--- src/rtl/morse_message_sequencer_if.sv ---
// Letter-source handshake: 5-bit letter code with valid/ready backpressure.
interface morse_message_sequencer_if;
  logic [4:0] LetterIn;
  logic       LetterValid;
  logic       LetterReady;

  modport master (output LetterIn, output LetterValid, input LetterReady);
  modport slave  (input LetterIn, input LetterValid, output LetterReady);
endinterface

--- src/rtl/morse_message_sequencer.sv ---
// Morse message sequencer: letter FIFO, pattern ROM and unit-timed keying FSM.
// Optional build macro MORSE_FARNSWORTH_EN adds GapMul to stretch letter/word gaps.
module morse_message_sequencer #(
  parameter int unsigned DEPTH      = 8,
  parameter int unsigned LGAP_UNITS = 3,
  parameter int unsigned WGAP_UNITS = 4
) (
  input  logic                            ClockIn,
  input  logic                            Resetn,
  input  logic                            TickIn,
`ifdef MORSE_FARNSWORTH_EN
  input  logic [1:0]                      GapMul,
`endif
  morse_message_sequencer_if.slave        lif,
  output logic                            DotDashOut,
  output logic                            Busy,
  output logic                            Done,
  output logic                            ErrPulse
);

  localparam int unsigned AW    = $clog2(DEPTH);
  localparam int unsigned CNTW  = AW + 1;
`ifdef MORSE_FARNSWORTH_EN
  localparam int unsigned GMUL  = 3;
`else
  localparam int unsigned GMUL  = 1;
`endif
  localparam int unsigned GMAX  = ((LGAP_UNITS > WGAP_UNITS) ? LGAP_UNITS : WGAP_UNITS) * GMUL;
  localparam int unsigned CMAX  = (GMAX > 15) ? GMAX : 15;
  localparam int unsigned CW    = $clog2(CMAX + 1);
  localparam int unsigned PW    = 14;
  localparam logic [4:0]  WSPACE = 5'd31;

  typedef enum logic [2:0] {S_IDLE, S_LOAD, S_SYMBOL, S_LGAP, S_WGAP} state_t;

  // Element list (MSB-first, 1 = dash) expanded into a left-aligned key pattern and its length.
  function automatic logic [PW+3:0] morse_rom(input logic [4:0] code);
    logic [2:0]    n;
    logic [3:0]    els;
    logic [PW-1:0] pat;
    logic [3:0]    len;
    case (code)
      5'd0:  begin n = 3'd2; els = 4'b0100; end
      5'd1:  begin n = 3'd4; els = 4'b1000; end
      5'd2:  begin n = 3'd4; els = 4'b1010; end
      5'd3:  begin n = 3'd3; els = 4'b1000; end
      5'd4:  begin n = 3'd1; els = 4'b0000; end
      5'd5:  begin n = 3'd4; els = 4'b0010; end
      5'd6:  begin n = 3'd3; els = 4'b1100; end
      5'd7:  begin n = 3'd4; els = 4'b0000; end
      5'd8:  begin n = 3'd2; els = 4'b0000; end
      5'd9:  begin n = 3'd4; els = 4'b0111; end
      5'd10: begin n = 3'd3; els = 4'b1010; end
      5'd11: begin n = 3'd4; els = 4'b0100; end
      5'd12: begin n = 3'd2; els = 4'b1100; end
      5'd13: begin n = 3'd2; els = 4'b1000; end
      5'd14: begin n = 3'd3; els = 4'b1110; end
      5'd15: begin n = 3'd4; els = 4'b0110; end
      5'd16: begin n = 3'd4; els = 4'b1101; end
      5'd17: begin n = 3'd3; els = 4'b0100; end
      5'd18: begin n = 3'd3; els = 4'b0000; end
      5'd19: begin n = 3'd1; els = 4'b1000; end
      5'd20: begin n = 3'd3; els = 4'b0010; end
      5'd21: begin n = 3'd4; els = 4'b0001; end
      5'd22: begin n = 3'd3; els = 4'b0110; end
      5'd23: begin n = 3'd4; els = 4'b1001; end
      5'd24: begin n = 3'd4; els = 4'b1011; end
      5'd25: begin n = 3'd4; els = 4'b1100; end
      default: begin n = 3'd0; els = 4'b0000; end
    endcase
    pat = '0;
    len = '0;
    for (int unsigned i = 0; i < 4; i++) begin
      if (3'(i) < n) begin
        if (i != 0) begin
          pat = {pat[PW-2:0], 1'b0};
          len = len + 4'd1;
        end
        if (els[3]) begin
          pat = {pat[PW-4:0], 3'b111};
          len = len + 4'd3;
        end else begin
          pat = {pat[PW-2:0], 1'b1};
          len = len + 4'd1;
        end
        els = {els[2:0], 1'b0};
      end
    end
    pat = pat << (4'd14 - len);
    return {len, pat};
  endfunction

  logic [4:0]     mem [DEPTH];
  logic [AW-1:0]  wr_ptr, rd_ptr;
  logic [CNTW-1:0] count, count_nxt;
  logic           full, empty, code_ok, push, pop;

  state_t         state, state_nxt;
  logic [4:0]     cur, cur_nxt;
  logic [PW-1:0]  shreg, shreg_nxt;
  logic [CW-1:0]  cnt, cnt_nxt, lgap_len, wgap_len;
  logic           key_nxt, done_nxt, last_unit;
  logic [PW+3:0]  rom_word;

  assign full    = (count == CNTW'(DEPTH));
  assign empty   = (count == '0);
  assign code_ok = (lif.LetterIn <= 5'd25) || (lif.LetterIn == WSPACE);
  assign push    = lif.LetterValid && !full && code_ok;
  assign lif.LetterReady = !full;
  assign last_unit = TickIn && (cnt == CW'(1));
  assign rom_word  = morse_rom(cur);

`ifdef MORSE_FARNSWORTH_EN
  logic [1:0] mul_q, mul_now;
  assign mul_now  = (GapMul == 2'd0) ? 2'd1 : GapMul;
  assign wgap_len = CW'(WGAP_UNITS * mul_now);
  assign lgap_len = CW'(LGAP_UNITS * mul_q);

  // Gap multiplier captured once per item so it cannot change mid-letter.
  always_ff @(posedge ClockIn or negedge Resetn) begin
    if (!Resetn)               mul_q <= 2'd1;
    else if (state == S_LOAD)  mul_q <= mul_now;
  end
`else
  assign wgap_len = CW'(WGAP_UNITS);
  assign lgap_len = CW'(LGAP_UNITS);
`endif

  // FIFO storage; contents need no reset since occupancy gates every read.
  always_ff @(posedge ClockIn) begin
    if (push) mem[wr_ptr] <= lif.LetterIn;
  end

  // Next occupancy; push and pop in the same cycle cancel.
  always_comb begin
    count_nxt = count;
    case ({push, pop})
      2'b10:   count_nxt = count + CNTW'(1);
      2'b01:   count_nxt = count - CNTW'(1);
      default: count_nxt = count;
    endcase
  end

  // FIFO pointers and occupancy.
  always_ff @(posedge ClockIn or negedge Resetn) begin
    if (!Resetn) begin
      wr_ptr <= '0;
      rd_ptr <= '0;
      count  <= '0;
    end else begin
      if (push) wr_ptr <= wr_ptr + AW'(1);
      if (pop)  rd_ptr <= rd_ptr + AW'(1);
      count <= count_nxt;
    end
  end

  // State register.
  always_ff @(posedge ClockIn or negedge Resetn) begin
    if (!Resetn) state <= S_IDLE;
    else         state <= state_nxt;
  end

  // Next-state logic; an item is popped whenever the FSM heads into LOAD.
  always_comb begin
    state_nxt = state;
    pop       = 1'b0;
    case (state)
      S_IDLE: if (!empty) begin
        pop       = 1'b1;
        state_nxt = S_LOAD;
      end
      S_LOAD:   state_nxt = (cur == WSPACE) ? S_WGAP : S_SYMBOL;
      S_SYMBOL: if (last_unit) state_nxt = S_LGAP;
      S_LGAP, S_WGAP: if (last_unit) begin
        if (!empty) begin
          pop       = 1'b1;
          state_nxt = S_LOAD;
        end else begin
          state_nxt = S_IDLE;
        end
      end
      default: state_nxt = S_IDLE;
    endcase
  end

  // Datapath and output next values; keying only moves on tick edges.
  always_comb begin
    cur_nxt   = pop ? mem[rd_ptr] : cur;
    shreg_nxt = shreg;
    cnt_nxt   = cnt;
    key_nxt   = DotDashOut;
    done_nxt  = 1'b0;
    case (state)
      S_LOAD: begin
        key_nxt = 1'b0;
        if (cur == WSPACE) begin
          cnt_nxt = wgap_len;
        end else begin
          shreg_nxt = rom_word[PW-1:0];
          cnt_nxt   = CW'(rom_word[PW+3:PW]);
        end
      end
      S_SYMBOL: if (TickIn) begin
        key_nxt   = shreg[PW-1];
        shreg_nxt = {shreg[PW-2:0], 1'b0};
        cnt_nxt   = (cnt == CW'(1)) ? lgap_len : cnt - CW'(1);
      end
      S_LGAP, S_WGAP: if (TickIn) begin
        key_nxt  = 1'b0;
        cnt_nxt  = cnt - CW'(1);
        done_nxt = (cnt == CW'(1)) && empty;
      end
      default: key_nxt = 1'b0;
    endcase
  end

  // Datapath and registered outputs.
  always_ff @(posedge ClockIn or negedge Resetn) begin
    if (!Resetn) begin
      cur        <= '0;
      shreg      <= '0;
      cnt        <= '0;
      DotDashOut <= 1'b0;
      Done       <= 1'b0;
      ErrPulse   <= 1'b0;
      Busy       <= 1'b0;
    end else begin
      cur        <= cur_nxt;
      shreg      <= shreg_nxt;
      cnt        <= cnt_nxt;
      DotDashOut <= key_nxt;
      Done       <= done_nxt;
      ErrPulse   <= lif.LetterValid && !code_ok;
      Busy       <= (state_nxt != S_IDLE) || (count_nxt != '0);
    end
  end

endmodule
--- src/flat_wrapper.sv ---
// flat-port wrapper written by rule: the top's interface ports become plain ports
module morse_message_sequencer_flat 
#(
  parameter int unsigned DEPTH      = 8,
  parameter int unsigned LGAP_UNITS = 3,
  parameter int unsigned WGAP_UNITS = 4
)
  (ClockIn, Resetn, TickIn, DotDashOut, Busy, Done, ErrPulse, lif_LetterIn, lif_LetterValid, lif_LetterReady);
  morse_message_sequencer_if lif_i ();
  input  logic ClockIn;
  input  logic Resetn;
  input  logic TickIn;
  output logic DotDashOut;
  output logic Busy;
  output logic Done;
  output logic ErrPulse;
  input wire logic [$bits(lif_i.LetterIn)-1:0] lif_LetterIn;
  input wire logic [$bits(lif_i.LetterValid)-1:0] lif_LetterValid;
  output wire logic [$bits(lif_i.LetterReady)-1:0] lif_LetterReady;
  assign lif_i.LetterIn = lif_LetterIn;
  assign lif_i.LetterValid = lif_LetterValid;
  assign lif_LetterReady = lif_i.LetterReady;
  morse_message_sequencer #(.DEPTH(DEPTH), .LGAP_UNITS(LGAP_UNITS), .WGAP_UNITS(WGAP_UNITS)) u_core (.ClockIn(ClockIn), .Resetn(Resetn), .TickIn(TickIn), .lif(lif_i), .DotDashOut(DotDashOut), .Busy(Busy), .Done(Done), .ErrPulse(ErrPulse));
endmodule
--- config.mk ---
export PLATFORM = sky130hd
export DESIGN_NAME = morse_message_sequencer_flat
export DESIGN_NICKNAME = d
export VERILOG_FILES = /design/src/rtl/morse_message_sequencer_if.sv /design/src/rtl/morse_message_sequencer.sv /design/src/flat_wrapper.sv
export SDC_FILE = /design/constraint.sdc
export NUM_CORES = 1
export LEC_CHECK = 0
export CAP_MARGIN = 5
export CORE_ASPECT_RATIO = 0.7
export CORE_MARGIN = 2
export CORE_UTILIZATION = 51
export DETAILED_ROUTE_END_ITERATION = 8
export PLACE_DENSITY = 0.7
export SLEW_MARGIN = 25
export SYNTH_ARGS = -nofsm -noshare
export SYNTH_HDL_FRONTEND = slang
export SYNTH_SLANG_ARGS = --single-unit
--- constraint.sdc ---
create_clock -name ClockIn -period 8.7 [get_ports ClockIn]
set_input_delay 1.74 -clock ClockIn [delete_from_list [all_inputs] [get_ports ClockIn]]
set_output_delay 1.74 -clock ClockIn [all_outputs]
set_load 0.03 [all_outputs]
==> run metrics <==
result of the run completed; DR vias/cell 6.24; area added between synthesis and finish 8.25%; number of fillers in the final layout 886; delay of the slowest cell on the worst path 760 ps; Clock Sinks 80; buffers from clock root to sink, at most 2; clock root buffer sky130_fd_sc_hd__clkbuf_16; initial antenna violation count 0; largest fanout on the critical path 13; total length of routed wires 11.9 mm; Reg area 2200 um2; vias 4234; critical path data arrival time 7280 ps; Post-CTS Setup Bufs 0; combined area of all synthesized cells 5310 um2; count of final hold-check violations 0; Slew HR 33.7%; Port Buf Inserts 13; nets in the synthesized netlist 579; Fmax achieved 142 MHz; Congestion Overflow GR 0; main area contributors after synthesis sky130_fd_sc_hd__edfxtp_1 23%, sky130_fd_sc_hd__dfrtp_1 19%, sky130_fd_sc_hd__ha_1 4.7%; crit path max-delay cell type sky130_fd_sc_hd__or4_1; mean area per synthesized cell 9.67 um2; cell taking the most area after synthesis sky130_fd_sc_hd__edfxtp_1; RSZ-0062 raised after global routing no; HP Class flop to flop; #FFs+latches synth 80; synthesized-area fraction occupied by ao, oa, aoi and oai cells 17.9%; total track usage 22.0%; critical path launch point type flop; Synth Area in XOR/XNOR 3.30%; Max H-tree Level 3; Slew @ Worst Pin 990 ps; dominant register cell in the synthesized netlist sky130_fd_sc_hd__edfxtp_1; number of warnings reported in the yosys synthesis log 0; most frequent cell on the critical path sky130_fd_sc_hd__ha_1; number of remaining DRC errors 0; number of failing setup endpoints in the final timing report 0; GPL Wtd Cong 0.892; main combinational cell family by area after synthesis simple AND/OR/NAND/NOR gates; Final Slew Violations 0; starting DRC count in detailed routing 452; mux share of post-synthesis cell area 8.51%; synthesized-area fraction occupied by and/or/nand/nor cells 19.0%; CP Data Required Time 8940 ps; gate count after technology mapping 549; setup total negative slack 0 ps; number of hold buffers added after CTS 0; Antenna Violating Nets Remaining 0; Synth top area share 22.6%; final setup skew 5.69 ps; Std-Cell Rows 31; Cell Chain, Critical Path inv_1 > ha_1 > nand2b_1 > a211oi_2 > or4_1 > nor2_1 > o21ai_0 > ha_1 > inv_1 > o21ai_0 > ha_1 > ha_1 > a21oi_1 > o21ai_0 > ha_1 > ha_1 > a31oi_1 > or3_1 > a21boi_1 > o21ai_2 > xnor2_2 > xnor2_2 > mux2_1 > o211ai_1; effective utilization at floorplan 51.8%; clock network latency to the later pin of the worst-skew pair 330 ps; via count of the first global-routing pass 3873; Die Ht 89.4 um; placeable core region 10200 um2; ratio of cells with drive above 1 in the final layout 9.51%; CTS tree built; CTS buffer count 9; Die Footprint 11300 um2; number of instances resized during post-cts repair 0; most frequent cell after synthesis sky130_fd_sc_hd__nor2_1; largest net degree at the start of global routing 41; mean routed wirelength per cell 17.5 um; kind of critical path flop to flop; DR pass1 iterations 5; cell types with the highest counts after synthesis 61 x sky130_fd_sc_hd__nor2_1, 60 x sky130_fd_sc_hd__nand2_1, 49 x sky130_fd_sc_hd__a21oi_1; max-cap violations 0; CP Capture Type flop; async set-reset flop share out of synthesis 50.0%; number of enable flip-flop cells after synthesis 40; shortest period the worst path allows 7050 ps; post-synthesis share of cell area spent on full adders, half adders and majority gates 5.09%; number of unique standard cell types used by synthesis 77; area of the multi-input gates 2860 um2; width of the die 126 um; NumNets Final 572; Inserted Diodes 0; clock slew at reported path FFs 60 ps; sequential-to-total area share from yosys stat 41.5%; placed wire-length estimate 8.42 mm; I/O pin count 14; Final Cycle Share 81.0%; wire length of the first global-routing pass 19.6 mm
-- layer usage --
metal,up-vias,share of wire (%),GRT usage [%]
li1,2016,-,-
met2,176,42,32.5
met5,-,0,0
met3,13,7.5,4.19
met4,0,1.1,6.49
met1,2029,50,33.1
-- kinds of logic (layout without fill, tap and decap cells) --
kind of cell | after synthesis | count (layout)
AO/OA/AOI/OAI | 140 | 140
AND/OR/NAND/NOR | 209 | 209
XOR/XNOR | 15 | 15
buffers and inverters | 53 | 51
flip-flops | 80 | 80
multiplexers | 31 | 31
adder cells (fa/ha/maj) | 21 | 21
-- worst max-delay path, delay by kind of cell (launching register included) --
family	cells	cell delay, ps
compound gates	9	1400
xor+xnor	2	810
fa+ha+maj	6	1970
buf+inv	2	310
flops	1	570
mux	1	390
simple gates	4	1510
-- cell type report --
class | count | share of cell area, %
repair buffers | 18 | 3.18
well taps | 132 | 2.87
flip-flops and latches | 80 | 38.3
multi-input cells | 416 | 49.8
clock inverters | 6 | 0.740
clock buffers | 10 | 3.98
inverters | 17 | 1.11
-- registers in the layout, indices dropped and copies added, names as in the netlist, 3 cells and up --
name           cells
u_core.state       3
u_core.count       4
u_core.shreg      14
u_core.cur         5
u_core.rd_ptr      3
u_core.cnt         4
u_core.wr_ptr      3
u_core.mem        40
-- through the flow --
| step | area, um2 | setup slack (ps) | cells | util, % | hold WS (ps) |
|---|---|---|---|---|---|
| finish | 5750 | 1650 | 679 | 56.1 | 500 |
| global route | 5750 | 1180 | 679 | 56.1 | 555 |
| CTS | 5720 | 1760 | 678 | 55.8 | 499 |
| detailed placement | 5440 | 1790 | 662 | 53.2 | 483 |
| global placement | 5440 | 2200 | 662 | 53.2 | 473 |
| floorplan | 5310 | 2870 | 549 | - | 454 |
-- cell usage in the layout, fill, tap and decap left out, types with 11 or more instances in the layout --
cell type                         synthesis  final
sky130_fd_sc_hd__o21ai_0                 21     21
sky130_fd_sc_hd__edfxtp_1                40     40
sky130_fd_sc_hd__nand2b_1                14     14
sky130_fd_sc_hd__clkdlybuf4s50_1          0     12
sky130_fd_sc_hd__dfrtp_1                 40     40
sky130_fd_sc_hd__nor2_1                  61     61
sky130_fd_sc_hd__nand2_1                 60     60
sky130_fd_sc_hd__a21oi_1                 49     48
sky130_fd_sc_hd__nor3_1                  14     14
sky130_fd_sc_hd__inv_1                   16     16
sky130_fd_sc_hd__nand3_1                 15     15
sky130_fd_sc_hd__ha_1                    20     20
sky130_fd_sc_hd__mux2i_1                 11     11
-- final timing paths --
path / cells past startpoint / endpoint / from / slack (ps)
worst max register to register: 24 / u_core.shreg[10] / u_core.cur[0] / 1650
min in group asynchronous: 1 / u_core.cur[3] / Resetn / 1420
max in group asynchronous: 2 / u_core.count[3] / Resetn / 6770
worst min register to register: 1 / u_core.shreg[0] / u_core.shreg[0] / 500
worst max-delay path: 24 / u_core.shreg[10] / u_core.cur[0] / 1650
worst min-delay path: 1 / u_core.shreg[0] / u_core.shreg[0] / 500
Power is left out: the tool's default activity adds up to more than one toggle a clock period on the data nets, which glitch-free logic cannot reach.
